$ cat config.mk
export PLATFORM = sky130hd
export DESIGN_NAME = xadc_channel_scanner
export DESIGN_NICKNAME = d
export VERILOG_FILES = /design/src/rtl/xadc_channel_scanner.sv
export SDC_FILE = /design/constraint.sdc
export NUM_CORES = 1
export LEC_CHECK = 0
export BUFFER_PORTS_ARGS = -buffer_cell sky130_fd_sc_hd__buf_2
export CORE_MARGIN = 4
export CORE_UTILIZATION = 30
export CTS_CLUSTER_SIZE = 10
export DETAILED_ROUTE_END_ITERATION = 10
export PLACE_DENSITY_LB_ADDON = 0.15
export SKIP_CTS_REPAIR_TIMING = 1
export SYNTH_ARGS = -nofsm -noshare
export SYNTH_HDL_FRONTEND = slang
export SYNTH_SLANG_ARGS = --single-unit
$ cat constraint.sdc
create_clock -name clk -period 12.9 [get_ports clk]
set_input_delay 0.645 -clock clk [delete_from_list [all_inputs] [get_ports clk]]
set_output_delay 0.645 -clock clk [all_outputs]
set_load 0.1 [all_outputs]
$ cat src/rtl/xadc_channel_scanner.sv
// rtl/xadc_channel_scanner.sv - multi-channel XADC DRP scanner with averaging and millivolt result bank
//
// Walks CH_NUM consecutive DRP addresses starting at FIRST_ADDR, averages
// 2^AVG_LOG2 ADC codes per channel, scales the average to millivolts and
// stores it in a per-channel result bank read through a registered port.
//
// Ports:
//   clk         system clock (100 MHz domain)
//   rst         synchronous active-high reset
//   start       frame request pulse, honoured only while idle
//   drp_den     DRP enable, one-cycle pulse per read
//   drp_daddr   DRP address, valid while drp_den is high
//   drp_drdy    DRP read data valid
//   drp_do      DRP read data, ADC code in bits [15:4]
//   busy        high from frame start until the scanner is idle again
//   frame_done  one-cycle pulse after the last channel is handled
//   err         per-channel timeout flags, cleared at each frame start
//   rd_ch       result bank read index
//   rd_mv       millivolt value of channel rd_ch, one cycle latency

module xadc_channel_scanner #(
    parameter int         CH_NUM        = 13,
    parameter logic [6:0] FIRST_ADDR    = 7'h10,
    parameter int         AVG_LOG2      = 2,
    parameter int         FULL_SCALE_MV = 1000,
    parameter int         TIMEOUT       = 64,
    parameter int         CONTINUOUS    = 0,
    parameter int         CH_W          = (CH_NUM > 1) ? $clog2(CH_NUM) : 1
) (
    input  logic              clk,
    input  logic              rst,
    input  logic              start,
    output logic              drp_den,
    output logic [6:0]        drp_daddr,
    input  logic              drp_drdy,
    input  logic [15:0]       drp_do,
    output logic              busy,
    output logic              frame_done,
    output logic [CH_NUM-1:0] err,
    input  logic [CH_W-1:0]   rd_ch,
    output logic [15:0]       rd_mv
);

    localparam int ACC_W  = 12 + AVG_LOG2;
    localparam int PROD_W = 12 + $clog2(FULL_SCALE_MV + 1);
    localparam int WCNT_W = $clog2(TIMEOUT + 1);

    localparam logic [4:0]        SMP_LAST = 5'((1 << AVG_LOG2) - 1);
    localparam logic [CH_W-1:0]   CH_LAST  = CH_W'(CH_NUM - 1);
    localparam logic [WCNT_W-1:0] WCNT_END = WCNT_W'(TIMEOUT - 1);

    typedef enum logic [2:0] {
        S_IDLE,
        S_REQ,
        S_WAIT,
        S_SCALE,
        S_STORE,
        S_NEXT,
        S_DONE
    } state_t;

    state_t              state;
    logic [CH_W-1:0]     ch;
    logic [4:0]          smp;
    logic [ACC_W-1:0]    acc;
    logic [WCNT_W-1:0]   wcnt;
    logic [PROD_W-1:0]   prod;
    logic [15:0]         bank [CH_NUM];

    logic                frame_go;
    logic [11:0]         avg;
    logic [15:0]         mv;
    logic                unused_low_bits;

    // The low nibble of drp_do carries no ADC information.
    assign unused_low_bits = ^drp_do[3:0];

    // A frame begins either on a start request while idle or, in continuous
    // mode, straight out of DONE so the next REQ follows frame_done directly.
    assign frame_go = ((state == S_IDLE) && start) ||
                      ((state == S_DONE) && (CONTINUOUS != 0));

    assign avg = 12'(acc >> AVG_LOG2);

    // Zero-extend before shifting so narrow products never lose the integer part.
    assign mv = 16'({16'd0, prod} >> 12);

    function automatic logic [6:0] addr_of(input logic [CH_W-1:0] c);
        return FIRST_ADDR + 7'(c);
    endfunction

    always_ff @(posedge clk) begin
        if (rst) begin
            state      <= S_IDLE;
            ch         <= '0;
            smp        <= '0;
            acc        <= '0;
            wcnt       <= '0;
            prod       <= '0;
            drp_den    <= 1'b0;
            drp_daddr  <= '0;
            busy       <= 1'b0;
            frame_done <= 1'b0;
            err        <= '0;
            for (int i = 0; i < CH_NUM; i++) begin
                bank[i] <= '0;
            end
        end else begin
            drp_den    <= 1'b0;
            frame_done <= 1'b0;
            if (frame_go) begin
                state     <= S_REQ;
                busy      <= 1'b1;
                err       <= '0;
                ch        <= '0;
                smp       <= '0;
                acc       <= '0;
                drp_den   <= 1'b1;
                drp_daddr <= addr_of('0);
            end else begin
                case (state)
                    S_IDLE: begin
                        state <= S_IDLE;
                    end
                    S_REQ: begin
                        // drp_den was raised on entry, so it is high for this cycle only.
                        wcnt  <= '0;
                        state <= S_WAIT;
                    end
                    S_WAIT: begin
                        if (drp_drdy) begin
                            acc <= acc + ACC_W'(drp_do[15:4]);
                            smp <= smp + 5'd1;
                            if (smp == SMP_LAST) begin
                                state <= S_SCALE;
                            end else begin
                                state     <= S_REQ;
                                drp_den   <= 1'b1;
                                drp_daddr <= addr_of(ch);
                            end
                        end else if (wcnt == WCNT_END) begin
                            // Abandon the channel; its bank entry keeps the old value.
                            err[ch] <= 1'b1;
                            state   <= S_NEXT;
                        end else begin
                            wcnt <= wcnt + 1'b1;
                        end
                    end
                    S_SCALE: begin
                        prod  <= PROD_W'(avg) * PROD_W'(FULL_SCALE_MV);
                        state <= S_STORE;
                    end
                    S_STORE: begin
                        bank[ch] <= mv;
                        state    <= S_NEXT;
                    end
                    S_NEXT: begin
                        if (ch == CH_LAST) begin
                            state      <= S_DONE;
                            frame_done <= 1'b1;
                        end else begin
                            ch        <= ch + 1'b1;
                            smp       <= '0;
                            acc       <= '0;
                            state     <= S_REQ;
                            drp_den   <= 1'b1;
                            drp_daddr <= addr_of(ch + 1'b1);
                        end
                    end
                    S_DONE: begin
                        state <= S_IDLE;
                        busy  <= 1'b0;
                    end
                    default: begin
                        state <= S_IDLE;
                    end
                endcase
            end
        end
    end

    // Read-before-write: a store to rd_ch in the same cycle shows up one cycle later.
    always_ff @(posedge clk) begin
        if (rst) begin
            rd_mv <= '0;
        end else if (int'(rd_ch) < CH_NUM) begin
            rd_mv <= bank[rd_ch];
        end else begin
            rd_mv <= '0;
        end
    end

endmodule

---- Word level (Yosys, flattened, before mapping) ----
Memory sizes are Yosys's and may differ from the RTL's. A register that Yosys moved wholly into a read port is not among the register bits.
Cells that the tools add are included.
storage, ports and cells
  memories ................................ 1
  input bits .............................. 24
  bits in writable memories ............... 130
  register bits after elaboration ......... 91
memories
  memory  depth  bits a word  read ports  clocked after memory_dff  write ports  RTL line  RTL
  bank    13     10           1           1                         13           68        logic [15:0] bank [CH_NUM];
operators by class
  reduce and logical (&&, ||, !) cells .... 18
  multipliers ............................. 1
  order comparisons ....................... 3
  bitwise gates (word level) .............. 6
  equal/unequal tests ..................... 19
  $add $sub $neg .......................... 6
  muxes and demuxes ....................... 39
operator list
  kind                     count
  $mux W7                  5
  $mux W14                 2
  $pmux W14 S2             1
  $pmux W7 S2              2
  $mul A12 B7 Y19 const B  1
  $mux W1                  16
  $mux W5                  3
  $pmux W3 S5              1
  $add A14 B12 Y14         1
  $or A13 B13 Y13          1
  $add A5 B4 Y6 const A    2
  $ne A3 B3 Y1 const B     4
  $reduce_and A4 Y1        3
  $mux W10                 1
  $ne A2 B2 Y1 const B     5
  $pmux W5 S2              1
  $reduce_or A10 Y1        1
  $eq A3 B3 Y1 const B     3
  $mux W3                  3
  $add A7 B1 Y7 const B    1
  $eq A7 B6 Y1 const B     1
  $eq A3 B2 Y1 const B     2
  $reduce_and A3 Y1        2
  $reduce_bool A2 Y1       3
  other kinds (20)         27

---- Depth between registers and ports, before layout ----
Gate-level depths: netlist (run 1).
  depth after elaboration ................. 7
  mapped depth ............................ 15

---- Worst setup path after synthesis (run 1) ----
OpenSTA, ideal clock, no wires.
  path type ............................... flip-flop to flip-flop
  start point ............................. register acc[8]
  end point ............................... register prod[19]
  arrival ................................. 4.107 ns
  period minus slack after synthesis ...... 4.225 ns
  setup time .............................. 0.117 ns
  stages on the path, launching flop included .. 16
  slack ................................... 8.675 ns
  data required time ...................... 12.783 ns
  cells stage by stage .................... dfxtp_1 > inv_1 > fa_1 > fa_1 > inv_1 > fa_1 > inv_1 > fa_1 > inv_1 > ha_1 > a21oi_1 > o21ai_0 > o21ai_1 > a31oi_1 > or3_1 > a32o_1
on the way
  longest elaborated chain between the ends .. 1
ends and longest elaborated chain
  item                      RTL line  RTL
  start: declaration        65        logic [ACC_W-1:0] acc;
  start signal: assignment  132       acc <= acc + ACC_W'(drp_do[15:4]);
  $mul A12 B7 Y19           150       prod <= PROD_W'(avg) * PROD_W'(FULL_SCALE_MV);
  end signal: assignment    150
  end: declaration          67        logic [PROD_W-1:0] prod;
No other way between the ends.
A chain may end at the register's enable or synchronous reset.

---- Worst setup path after layout (run 1) ----
Ends and elaborated chain as after synthesis.

==> impl_table.tex, run 1 <==
\begin{tabular}{lr}
\hline
Metric & Value \\
\hline
\multicolumn{2}{l}{\textbf{Layout}} \\
Count of nets after finishing & 1177 \\
Number of filler instances in the final layout & 4146 \\
Cell area after layout & 14000 um2 \\
Antenna diode count & 0 \\
Layout Area Growth over Synthesis & 12.6\% \\
Share of final-layout standard cells stronger than drive strength 1 & 15.7\% \\
\multicolumn{2}{l}{\textbf{Worst setup path}} \\
Endpoint type of the worst setup path & flop \\
Critical Setup Path Class & flop to flop \\
Worst endpoint data arrival time & 5.10 ns \\
Startpoint type of the worst setup path & flop \\
Max FO, Critical Path & 6 \\
Data required time at the worst endpoint & 13.33 ns \\
\multicolumn{2}{l}{\textbf{Logic synthesis}} \\
Post-synthesis cell type count & 67 \\
Sequential element share of the synthesized area & 50.6\% \\
Asr flop ratio synth & 0\% \\
Main synth FF type & edfxtp\_1 \\
Post-synth EDFFs & 160 \\
Yosys warnings & 0 \\
Syn Inst Count & 1016 \\
Flip-flop and latch count after synthesis & 234 \\
Post-Synthesis Mean Instance Area & 12.2 um2 \\
Synth Cell Area & 12400 um2 \\
\multicolumn{2}{l}{\textbf{Global route}} \\
Maximum number of pins on one net before global-route repair & 42 \\
First-pass GRT wire length & 47600 um \\
Global routing usage summed across all routing layers & 13.6\% \\
Total global routing overflow & 0 \\
Number of antenna violations at the first check in global routing & 0 \\
Via count of the first global-routing pass & 7977 \\
\multicolumn{2}{l}{\textbf{Clock tree}} \\
Clock transition at the registers of the reported paths & 0.06 ns \\
CTS tree & yes \\
Maximum level of the CTS H-tree & 1 \\
\# clock sinks & 234 \\
Library cell used as clock root buffer & clkbuf\_16 \\
Clock buffers created by TritonCTS & 29 \\
Clock latency of the later-clocked register in the worst-skew pair & 0.55 ns \\
Clock tree buffer depth & 3 \\
\multicolumn{2}{l}{\textbf{STA}} \\
Worst setup skew after layout & 0.0173 ns \\
Final setup violation count & 0 \\
Final sum of negative setup slack & 0 ns \\
Pins over their slew limit & 0 \\
Final cycle utilization of the critical path & 36.2\% \\
Max\_slew headroom & 27.9\% \\
Hold Fails Final Rpt & 0 \\
RSZ-0062 raised after global routing & no \\
Worst Max-Slew Pin Slew & 1.08 ns \\
Min cycle time layout & 4.67 ns \\
FMAX & 214 MHz \\
Final critical-path setup slack & 8.23 ns \\
\multicolumn{2}{l}{\textbf{Placement}} \\
Post-placement worst setup slack & 8.20 ns \\
Port bufs & 50 \\
Area after DPL & 13200 um2 \\
Detailed placer's ending HPWL & 20100 um \\
Final weighted congestion of routability-driven global placement & 0.760 \\
\multicolumn{2}{l}{\textbf{Floorplan}} \\
I/O pin total & 63 \\
Floorplan die area & 44800 um2 \\
Effective utilization at floorplan & 30.4\% \\
Height of the die & 212 um \\
Count of standard-cell rows & 74 \\
Width of the chip & 212 um \\
Placeable core region & 40900 um2 \\
\multicolumn{2}{l}{\textbf{Detailed routing}} \\
Number of vias in the routed layout & 7535 \\
Drt total wl & 30000 um \\
Vias/cell & 4.68 \\
Drt pass-1 iters & 6 \\
Wire length per cell after detailed routing & 18.7 um \\
Number of nets still failing antenna checks after routing & 0 \\
Number of DRC markers in iteration 0 & 314 \\
Number of remaining DRC errors & 0 \\
\multicolumn{2}{l}{\textbf{Power and ir drop}} \\
Maximum vdd ir drop & 0.000107 V \\
Internal & 1.29 mW \\
Switching power total & 0.409 mW \\
Clock share of power & 43.6\% \\
Switching share of power & 24.2\% \\
Power per Cell Area & 121 nW/um2 \\
Share of total power in combinational logic & 7.8\% \\
Lkg Pwr & 5.52 nW \\
Reg power frac & 48.7\% \\
Overall power & 1.69 mW \\
\multicolumn{2}{l}{\textbf{Run status}} \\
Status & finished, final reports clean \\
\multicolumn{2}{l}{\textbf{Job}} \\
\# Max-Cap Violations & 0 \\
\multicolumn{2}{l}{\textbf{Min path}} \\
Worst Hold Class & flop to flop \\
\hline
\end{tabular}
## final cells by class
class / count / area, um2 / area share, %
inverter: 70 / 263 / 1.88
multi-input combinational: 657 / 5600 / 40.0
tap: 532 / 666 / 4.75
sequential: 234 / 6290 / 44.9
clock buffer: 49 / 821 / 5.86
clock inverter: 5 / 31.3 / 0.223
timing repair buffer: 62 / 340 / 2.43
## power by group through the flow
| stage | Clock, mW | Combinational, mW | Sequential (mW) |
|---|---|---|---|
| after floorplan | 0 | 0.0820 | 0.862 |
| after global routing | 0.796 | 0.143 | 0.826 |
| after CTS | 0.763 | 0.135 | 0.825 |
| after global placement | 0 | 0.134 | 0.840 |
| after detailed placement | 0 | 0.134 | 0.840 |
| final | 0.738 | 0.131 | 0.825 |
## stage by stage
| step | hold slack, ns | util (%) | instances |
|---|---|---|---|
| 2_1_floorplan | 0.436 | - | 1023 |
| 3_3_place_gp | 0.446 | 32.1 | 1555 |
| 3_5_place_dp | 0.455 | 32.1 | 1555 |
| 4_1_cts | 0.463 | 34.2 | 1609 |
| 5_1_grt | 0.484 | 34.2 | 1609 |
| 6_report | 0.467 | 34.2 | 1609 |
## layout by cell type (no fill, tap or decap), types with 29 or more instances in the layout
cell type / synthesis / layout
a21oi_1: 51 / 51
fa_1: 38 / 38
nor2_1: 72 / 72
and2_1: 120 / 120
edfxtp_1: 160 / 160
clkbuf_16: 0 / 29
dfxtp_1: 74 / 74
ha_1: 61 / 61
a211oi_1: 29 / 29
mux4_2: 40 / 40
buf_2: 16 / 50
inv_1: 69 / 69
## critical path: stages (launching register included)
cell,delay [ns]
dfxtp_1,0.52
inv_1,0.19
fa_1,0.51
fa_1,0.53
inv_1,0.06
fa_1,0.49
inv_1,0.05
fa_1,0.49
inv_1,0.04
ha_1,0.36
a21oi_1,0.26
o21ai_0,0.18
o21ai_1,0.20
a31oi_1,0.12
or3_1,0.31
a32o_1,0.24
## layer usage
layer	track usage (%)	up-vias	part of all wire [%]
met5	0	-	0
met4	2.84	0	2.2
met3	2.03	40	3.1
met2	22.4	110	47
met1	19.2	3700	48
li1	-	3685	-
## sequential cells by signal, summed over array words and instances (netlist names)
| signal | count |
|---|---|
| state | 3 |
| acc | 14 |
| frame_done | 1 |
| busy | 1 |
| wcnt | 7 |
| prod | 10 |
| drp_den | 1 |
| rd_mv | 10 |
| drp_daddr | 5 |
| smp | 5 |
| err | 13 |
| bank | 160 |
| ch | 4 |
## cell families (layout without fill, tap and decap cells)
family | Yosys count | after routing | share of synthesized area [%]
XOR/XNOR | 26 | 26 | 1.83
adder cells (fa/ha/maj) | 99 | 99 | 12.3
flip-flops | 234 | 234 | 50.6
other | 1 | 8 | 0.0302
AND/OR/NAND/NOR | 327 | 327 | 14.8
multiplexers | 51 | 51 | 8.14
buffers and inverters | 132 | 186 | 4.70
AO/OA/AOI/OAI | 146 | 146 | 7.73
## worst paths after layout
check,startpoint,end,slack (ns),depth (start not counted)
max reg2reg,acc[8],prod[19],8.23,15
max,acc[8],prod[19],8.23,15
min reg2reg,acc[0],acc[0],0.47,2
min,acc[0],acc[0],0.47,2
## synthesized netlist by cell type, drive strengths merged (3+ instances only)
master,number,share of area [%]
o21ai,16,0.67
a21o,6,0.36
nor2b,16,0.83
nand2,24,0.76
inv,70,2.1
and2,120,6.0
nor3,15,0.72
mux4,40,7.2
or3,3,0.15
mux2i,10,0.81
nand4,10,0.50
a211oi,29,1.8
buf,32,1.6
edfxtp,160,39
xnor2,9,0.63
a31oi,5,0.25
nand3,15,0.60
nor2,76,2.4
clkbuf,30,0.95
o21a,5,0.30
dfxtp,74,12
a21oi,52,2.1
or2,15,0.75
o21bai,4,0.24
xor2,17,1.2
a22o,13,0.92
fa,38,6.1
nand2b,9,0.47
ha,61,6.1
and3,15,0.75
Note: power is estimated with default switching activity, not from simulation.
==> inputs of run 2 (changes only) <==
clock period = 4.55 ns   (was 12.9 ns; I/O delays follow)
==> run 2 against run 1 <==
Against the previous run: sequential share of layout area fell by 0.41 points; largest cell class unchanged; non-clock buffer count rose by 16; final cell count rose by 0.81%; register-to-register slack got worse by 7.9 ns; core utilization rose by 0.31 points; clock power rose to 2.9 times the previous value.
==> impl_table.tex, run 2 (synthesis results as in run 1) <==
\begin{tabular}{lr}
\hline
Metric & Value \\
\hline
\multicolumn{2}{l}{\textbf{Run status}} \\
Status & finished, final reports clean \\
\multicolumn{2}{l}{\textbf{Min path}} \\
Worst Hold Class & input pin to flop \\
Worst hold path cell count & 4 \\
\multicolumn{2}{l}{\textbf{Detailed routing}} \\
Vias/cell & 4.63 \\
Drt total wl & 29900 um \\
Drt pass-1 iters & 4 \\
Wire length per cell after detailed routing & 18.4 um \\
Number of nets still failing antenna checks after routing & 0 \\
Number of vias in the routed layout & 7503 \\
Number of DRC markers in iteration 0 & 378 \\
Number of remaining DRC errors & 0 \\
\multicolumn{2}{l}{\textbf{Clock tree}} \\
\# clock sinks & 234 \\
Clock buffers created by TritonCTS & 28 \\
Clock tree buffer depth & 3 \\
Clock transition at the registers of the reported paths & 0.06 ns \\
Clock latency of the later-clocked register in the worst-skew pair & 0.56 ns \\
Library cell used as clock root buffer & clkbuf\_16 \\
CTS tree & yes \\
Maximum level of the CTS H-tree & 1 \\
\multicolumn{2}{l}{\textbf{Floorplan}} \\
Floorplan die area & 44800 um2 \\
Effective utilization at floorplan & 30.4\% \\
Width of the chip & 212 um \\
Height of the die & 212 um \\
I/O pin total & 63 \\
Placeable core region & 40900 um2 \\
Count of standard-cell rows & 74 \\
\multicolumn{2}{l}{\textbf{Layout}} \\
Largest register by flop count & bank \\
Antenna diode count & 0 \\
Layout Area Growth over Synthesis & 13.6\% \\
Max FFs per register & 160 \\
Post-Route Utilization & 34.5\% \\
Most frequent standard cell in the layout excluding fill and tap cells & edfxtp\_1 \\
Share of final-layout standard cells stronger than drive strength 1 & 16.6\% \\
Count of nets after finishing & 1192 \\
Leading registers by flop count & bank x160, acc x14, err x13 \\
Most used cells in the layout excluding fill and tap cells & edfxtp\_1, and2\_1, dfxtp\_1, nor2\_1, inv\_1 \\
\multicolumn{2}{l}{\textbf{Global route}} \\
Global-route track usage on met3 & 2.03\% \\
Number of antenna violations at the first check in global routing & 0 \\
Maximum number of pins on one net before global-route repair & 42 \\
First-pass GRT wire length & 47300 um \\
Highest-utilization routing layer at the global route stage & met2 \\
Met1 usage & 18.4\% \\
Total global routing overflow & 0 \\
Global routing usage summed across all routing layers & 13.5\% \\
Met2 Use GR & 23.0\% \\
Via count of the first global-routing pass & 7962 \\
\multicolumn{2}{l}{\textbf{Worst setup path}} \\
Worst setup endpoint & prod[19] \\
Capture point of the worst reg-to-reg path & prod[19] \\
Origin of the critical flop-to-flop path & acc[7] \\
Worst endpoint data arrival time & 4.72 ns \\
CP startpoint & acc[7] \\
Register-to-Register Setup Slack & 0.28 ns \\
Critical Setup Path Class & flop to flop \\
Startpoint type of the worst setup path & flop \\
Endpoint type of the worst setup path & flop \\
Data required time at the worst endpoint & 5.00 ns \\
Max FO, Critical Path & 4 \\
R2r worst-path depth & 15 \\
\multicolumn{2}{l}{\textbf{STA}} \\
Final cycle utilization of the critical path & 93.8\% \\
Worst setup skew after layout & 0.0217 ns \\
Min cycle time layout & 4.27 ns \\
FMAX & 234 MHz \\
Max\_slew headroom & 28.4\% \\
Worst Max-Slew Pin Slew & 1.07 ns \\
Hold Fails Final Rpt & 0 \\
Pins over their slew limit & 0 \\
RSZ-0062 raised after global routing & no \\
Final sum of negative setup slack & 0 ns \\
Final setup violation count & 0 \\
\multicolumn{2}{l}{\textbf{Power and ir drop}} \\
Lkg Pwr & 5.60 nW \\
Share of total power in combinational logic & 7.7\% \\
Switching share of power & 23.9\% \\
Reg power frac & 48.4\% \\
Internal & 3.67 mW \\
Switching power total & 1.15 mW \\
Maximum vdd ir drop & 0.000271 V \\
Power per Cell Area & 341 nW/um2 \\
Clock share of power & 43.8\% \\
\multicolumn{2}{l}{\textbf{Job}} \\
\# Max-Cap Violations & 0 \\
\multicolumn{2}{l}{\textbf{Placement}} \\
Port bufs & 50 \\
Final weighted congestion of routability-driven global placement & 0.780 \\
Detailed placer's ending HPWL & 20500 um \\
\hline
\end{tabular}
==> run 2: cell count changes in the layout (fill, tap and decap cells not counted) <==
cell       before  now
clkinv_2        2    0
inv_6           2    0
buf_4          12   28
clkinv_16       0    1
clkbuf_8        2    0
bufinv_16       0    1
clkbuf_1       18   19
==> run 2: area by class of cell <==
| class | count | area [um2] |
|---|---|---|
| clock inverters | 3 | 63.8 |
| clock buffers | 48 | 797 |
| fillers | 4047 | 26800 |
| multi-input cells | 657 | 5600 |
| repair buffers | 78 | 460 |
| well taps | 532 | 666 |
| inverters | 70 | 263 |
| flip-flops and latches | 234 | 6290 |
==> run 2: stage by stage <==
step	power [mW]	setup slack, ns	instances	hold WS [ns]	cell area [um2]
CTS	4.90	0.258	1622	0.0857	14100
detailed placement	2.76	0.232	1571	0.452	13300
finish	4.82	0.281	1622	0.128	14100
global route	5.01	0.0277	1622	0.141	14100
floorplan	2.68	0.325	1023	0.436	12500
global placement	2.76	0.280	1571	0.445	13300
==> run 2: critical path, cell delays in order, from the launching register on <==
cell and delay (ns):
dfxtp_1 0.32, inv_1 0.13, fa_1 0.52, fa_1 0.52
inv_1 0.06, fa_1 0.49, inv_1 0.05, fa_1 0.50
inv_1 0.04, ha_1 0.30, a21oi_1 0.24, o21ai_0 0.15
o21ai_1 0.19, a31oi_1 0.11, or3_1 0.31, a32o_1 0.24
==> run 2: worst min-delay path by stage <==
stage / startpoint / to / slack (ns)
after global placement: acc[0] / acc[0] / 0.44
final: drp_drdy / wcnt[1] / 0.13
after floorplan: acc[0] / acc[0] / 0.44
after CTS: drp_drdy / wcnt[1] / 0.09
after detailed placement: acc[0] / acc[0] / 0.45
after global routing: drp_drdy / state[0] / 0.14
==> run 2: power groups by stage <==
stage	Combinational [mW]	Clock, mW	Sequential [mW]
3_5_place_dp	0.382	0	2.38
5_1_grt	0.405	2.27	2.34
3_3_place_gp	0.383	0	2.38
6_report	0.373	2.11	2.34
4_1_cts	0.383	2.18	2.34
2_1_floorplan	0.233	0	2.44
==> run 2: per-layer routing <==
layer / vias to the layer above / wire, um
met5: - / 0
met4: 0 / 650
met3: 40 / 896
met2: 107 / 14300
met1: 3646 / 14000
li1: 3710 / -
==> inputs of run 3 (changes only) <==
CELL_PAD_IN_SITES_DETAIL_PLACEMENT = 0   (was unset)
CELL_PAD_IN_SITES_GLOBAL_PLACEMENT = 1   (was unset)
==> run 3 against run 2 <==
Against the previous run: non-clock buffer count did not move; clock skew fell by 0.0026 ns; fmax rose by 0.59%; highest routed layer unchanged; largest power group unchanged; die area did not move; sequential power barely moved; combinational power barely moved; final cell count rose by 0.18%.
==> impl_table.tex, run 3 (synthesis results as in run 1) <==
\begin{tabular}{lr}
\hline
Metric & Value \\
\hline
\multicolumn{2}{l}{\textbf{Run status}} \\
Status & finished, final reports clean \\
\multicolumn{2}{l}{\textbf{Floorplan}} \\
Floorplan die area & 44800 um2 \\
Placeable core region & 40900 um2 \\
Height of the die & 212 um \\
Effective utilization at floorplan & 30.4\% \\
I/O pin total & 63 \\
Width of the chip & 212 um \\
Count of standard-cell rows & 74 \\
\multicolumn{2}{l}{\textbf{Power and ir drop}} \\
Switching share of power & 23.6\% \\
Switching power total & 1.17 mW \\
Share of total power in combinational logic & 7.6\% \\
Internal & 3.77 mW \\
Clock share of power & 45.1\% \\
Reg power frac & 47.3\% \\
Lkg Pwr & 5.63 nW \\
Maximum vdd ir drop & 0.000279 V \\
Power per Cell Area & 348 nW/um2 \\
\multicolumn{2}{l}{\textbf{Worst setup path}} \\
Max FO, Critical Path & 5 \\
Register-to-Register Setup Slack & 0.31 ns \\
Top cell family by delay on the critical path & adder cells \\
R2r worst-path depth & 12 \\
Worst endpoint data arrival time & 4.69 ns \\
Origin of the critical flop-to-flop path & acc[5] \\
Most frequent cell on the critical path & fa\_1 \\
Endpoint type of the worst setup path & flop \\
Critical-path top delay cell & fa\_1 \\
Buffers plus inverters on the worst setup path & 2 \\
Worst setup endpoint & prod[15] \\
Data required time at the worst endpoint & 5.00 ns \\
Startpoint type of the worst setup path & flop \\
Cells traversed along the worst timing path & inv\_1, fa\_1, fa\_1, fa\_1, fa\_1, inv\_1, ha\_1, a21oi\_1, nor3b\_1, o21ai\_0, xnor2\_1, a22o\_1 \\
Capture point of the worst reg-to-reg path & prod[15] \\
CP startpoint & acc[5] \\
Delay of the slowest critical-path stage & 0.57 ns \\
Critical Setup Path Class & flop to flop \\
WP depth & 12 \\
\multicolumn{2}{l}{\textbf{Clock tree}} \\
Clock buffers created by TritonCTS & 29 \\
\# clock sinks & 234 \\
Library cell used as clock root buffer & clkbuf\_16 \\
Maximum level of the CTS H-tree & 1 \\
Clock transition at the registers of the reported paths & 0.06 ns \\
Clock tree buffer depth & 3 \\
Clock latency of the later-clocked register in the worst-skew pair & 0.56 ns \\
CTS tree & yes \\
\multicolumn{2}{l}{\textbf{Detailed routing}} \\
Number of DRC markers in iteration 0 & 297 \\
Number of nets still failing antenna checks after routing & 0 \\
Wire length per cell after detailed routing & 19.0 um \\
Number of vias in the routed layout & 7542 \\
Drt pass-1 iters & 4 \\
Drt total wl & 30800 um \\
Vias/cell & 4.64 \\
Number of remaining DRC errors & 0 \\
\multicolumn{2}{l}{\textbf{Global route}} \\
Highest-utilization routing layer at the global route stage & met2 \\
Total global routing overflow & 0 \\
Number of antenna violations at the first check in global routing & 0 \\
Via count of the first global-routing pass & 8005 \\
First-pass GRT wire length & 48600 um \\
Met1 usage & 19.1\% \\
Global routing usage summed across all routing layers & 14.0\% \\
Met2 Use GR & 23.8\% \\
Global-route track usage on met3 & 1.93\% \\
Maximum number of pins on one net before global-route repair & 32 \\
\multicolumn{2}{l}{\textbf{Layout}} \\
Largest register by flop count & bank \\
Layout Area Growth over Synthesis & 14.0\% \\
Fin cells & 1625 \\
Antenna diode count & 0 \\
Most used cells in the layout excluding fill and tap cells & edfxtp\_1, and2\_1, dfxtp\_1, nor2\_1, inv\_1 \\
Max FFs per register & 160 \\
Leading registers by flop count & bank x160, acc x14, err x13 \\
Most frequent standard cell in the layout excluding fill and tap cells & edfxtp\_1 \\
Number of filler instances in the final layout & 4135 \\
Count of nets after finishing & 1193 \\
Post-Route Utilization & 34.6\% \\
Share of final-layout standard cells stronger than drive strength 1 & 17.2\% \\
\multicolumn{2}{l}{\textbf{Placement}} \\
Placed instance count & 1571 \\
Port bufs & 50 \\
Final weighted congestion of routability-driven global placement & 0.730 \\
Post-placement worst setup slack & 0.192 ns \\
Detailed placer's ending HPWL & 21200 um \\
\multicolumn{2}{l}{\textbf{STA}} \\
Max\_slew headroom & 24.2\% \\
Min cycle time layout & 4.24 ns \\
Pins over their slew limit & 0 \\
Worst Max-Slew Pin Slew & 1.13 ns \\
FMAX & 236 MHz \\
Final setup violation count & 0 \\
Final sum of negative setup slack & 0 ns \\
Final critical-path setup slack & 0.307 ns \\
Hold Fails Final Rpt & 0 \\
RSZ-0062 raised after global routing & no \\
Worst setup skew after layout & 0.0191 ns \\
Final cycle utilization of the critical path & 93.3\% \\
\multicolumn{2}{l}{\textbf{Min path}} \\
Worst Hold Class & input pin to flop \\
\multicolumn{2}{l}{\textbf{Job}} \\
\# Max-Cap Violations & 0 \\
\hline
\end{tabular}
[run 3: metal layers]
metal | up-vias | routed length, um
met5 | - | 0
met4 | 0 | 613
met3 | 40 | 1030
met2 | 113 | 15000
met1 | 3671 | 14200
li1 | 3718 | -
[run 3: worst min path at each step]
| stage | cells after the start | slack, ns | start | to |
|---|---|---|---|---|
| after floorplan | 2 | 0.44 | acc[0] | acc[0] |
| after global placement | 2 | 0.45 | err[2] | err[2] |
| after detailed placement | 2 | 0.45 | acc[0] | acc[0] |
| after CTS | 4 | 0.10 | drp_do[4] | acc[0] |
| after global routing | 4 | 0.17 | drp_do[4] | acc[0] |
| final | 4 | 0.13 | drp_do[4] | acc[0] |
[run 3: cell type report]
class	count	area [um2]	area share [%]
Clock buffer	49	831	5.86
Clock inverter	5	78.8	0.556
Inverter	70	263	1.85
Multi-Input combinational cell	657	5600	39.5
Sequential cell	234	6290	44.3
Tap cell	532	666	4.69
Timing Repair Buffer	78	460	3.25
[run 3: metrics by stage]
stage / hold slack (ns) / power, mW / area (um2)
detailed placement: 0.454 / 2.77 / 13300
global route: 0.165 / 5.13 / 14200
finish: 0.127 / 4.94 / 14200
floorplan: 0.436 / 2.68 / 12500
CTS: 0.104 / 5.02 / 14200
global placement: 0.451 / 2.77 / 13300
[run 3: power by group through the flow]
stage          combinational [mW]  sequential [mW]  clock [mW]
2_1_floorplan               0.233             2.44           0
3_3_place_gp                0.385             2.38           0
3_5_place_dp                0.385             2.38           0
4_1_cts                     0.386             2.34        2.30
5_1_grt                     0.409             2.34        2.38
6_report                    0.375             2.34        2.23
[run 3: tightest hold or removal path: stages]
cell	delay (ns)
buf_2	0.08
ha_1	0.13
nand3_1	0.06
a21oi_1	0.13
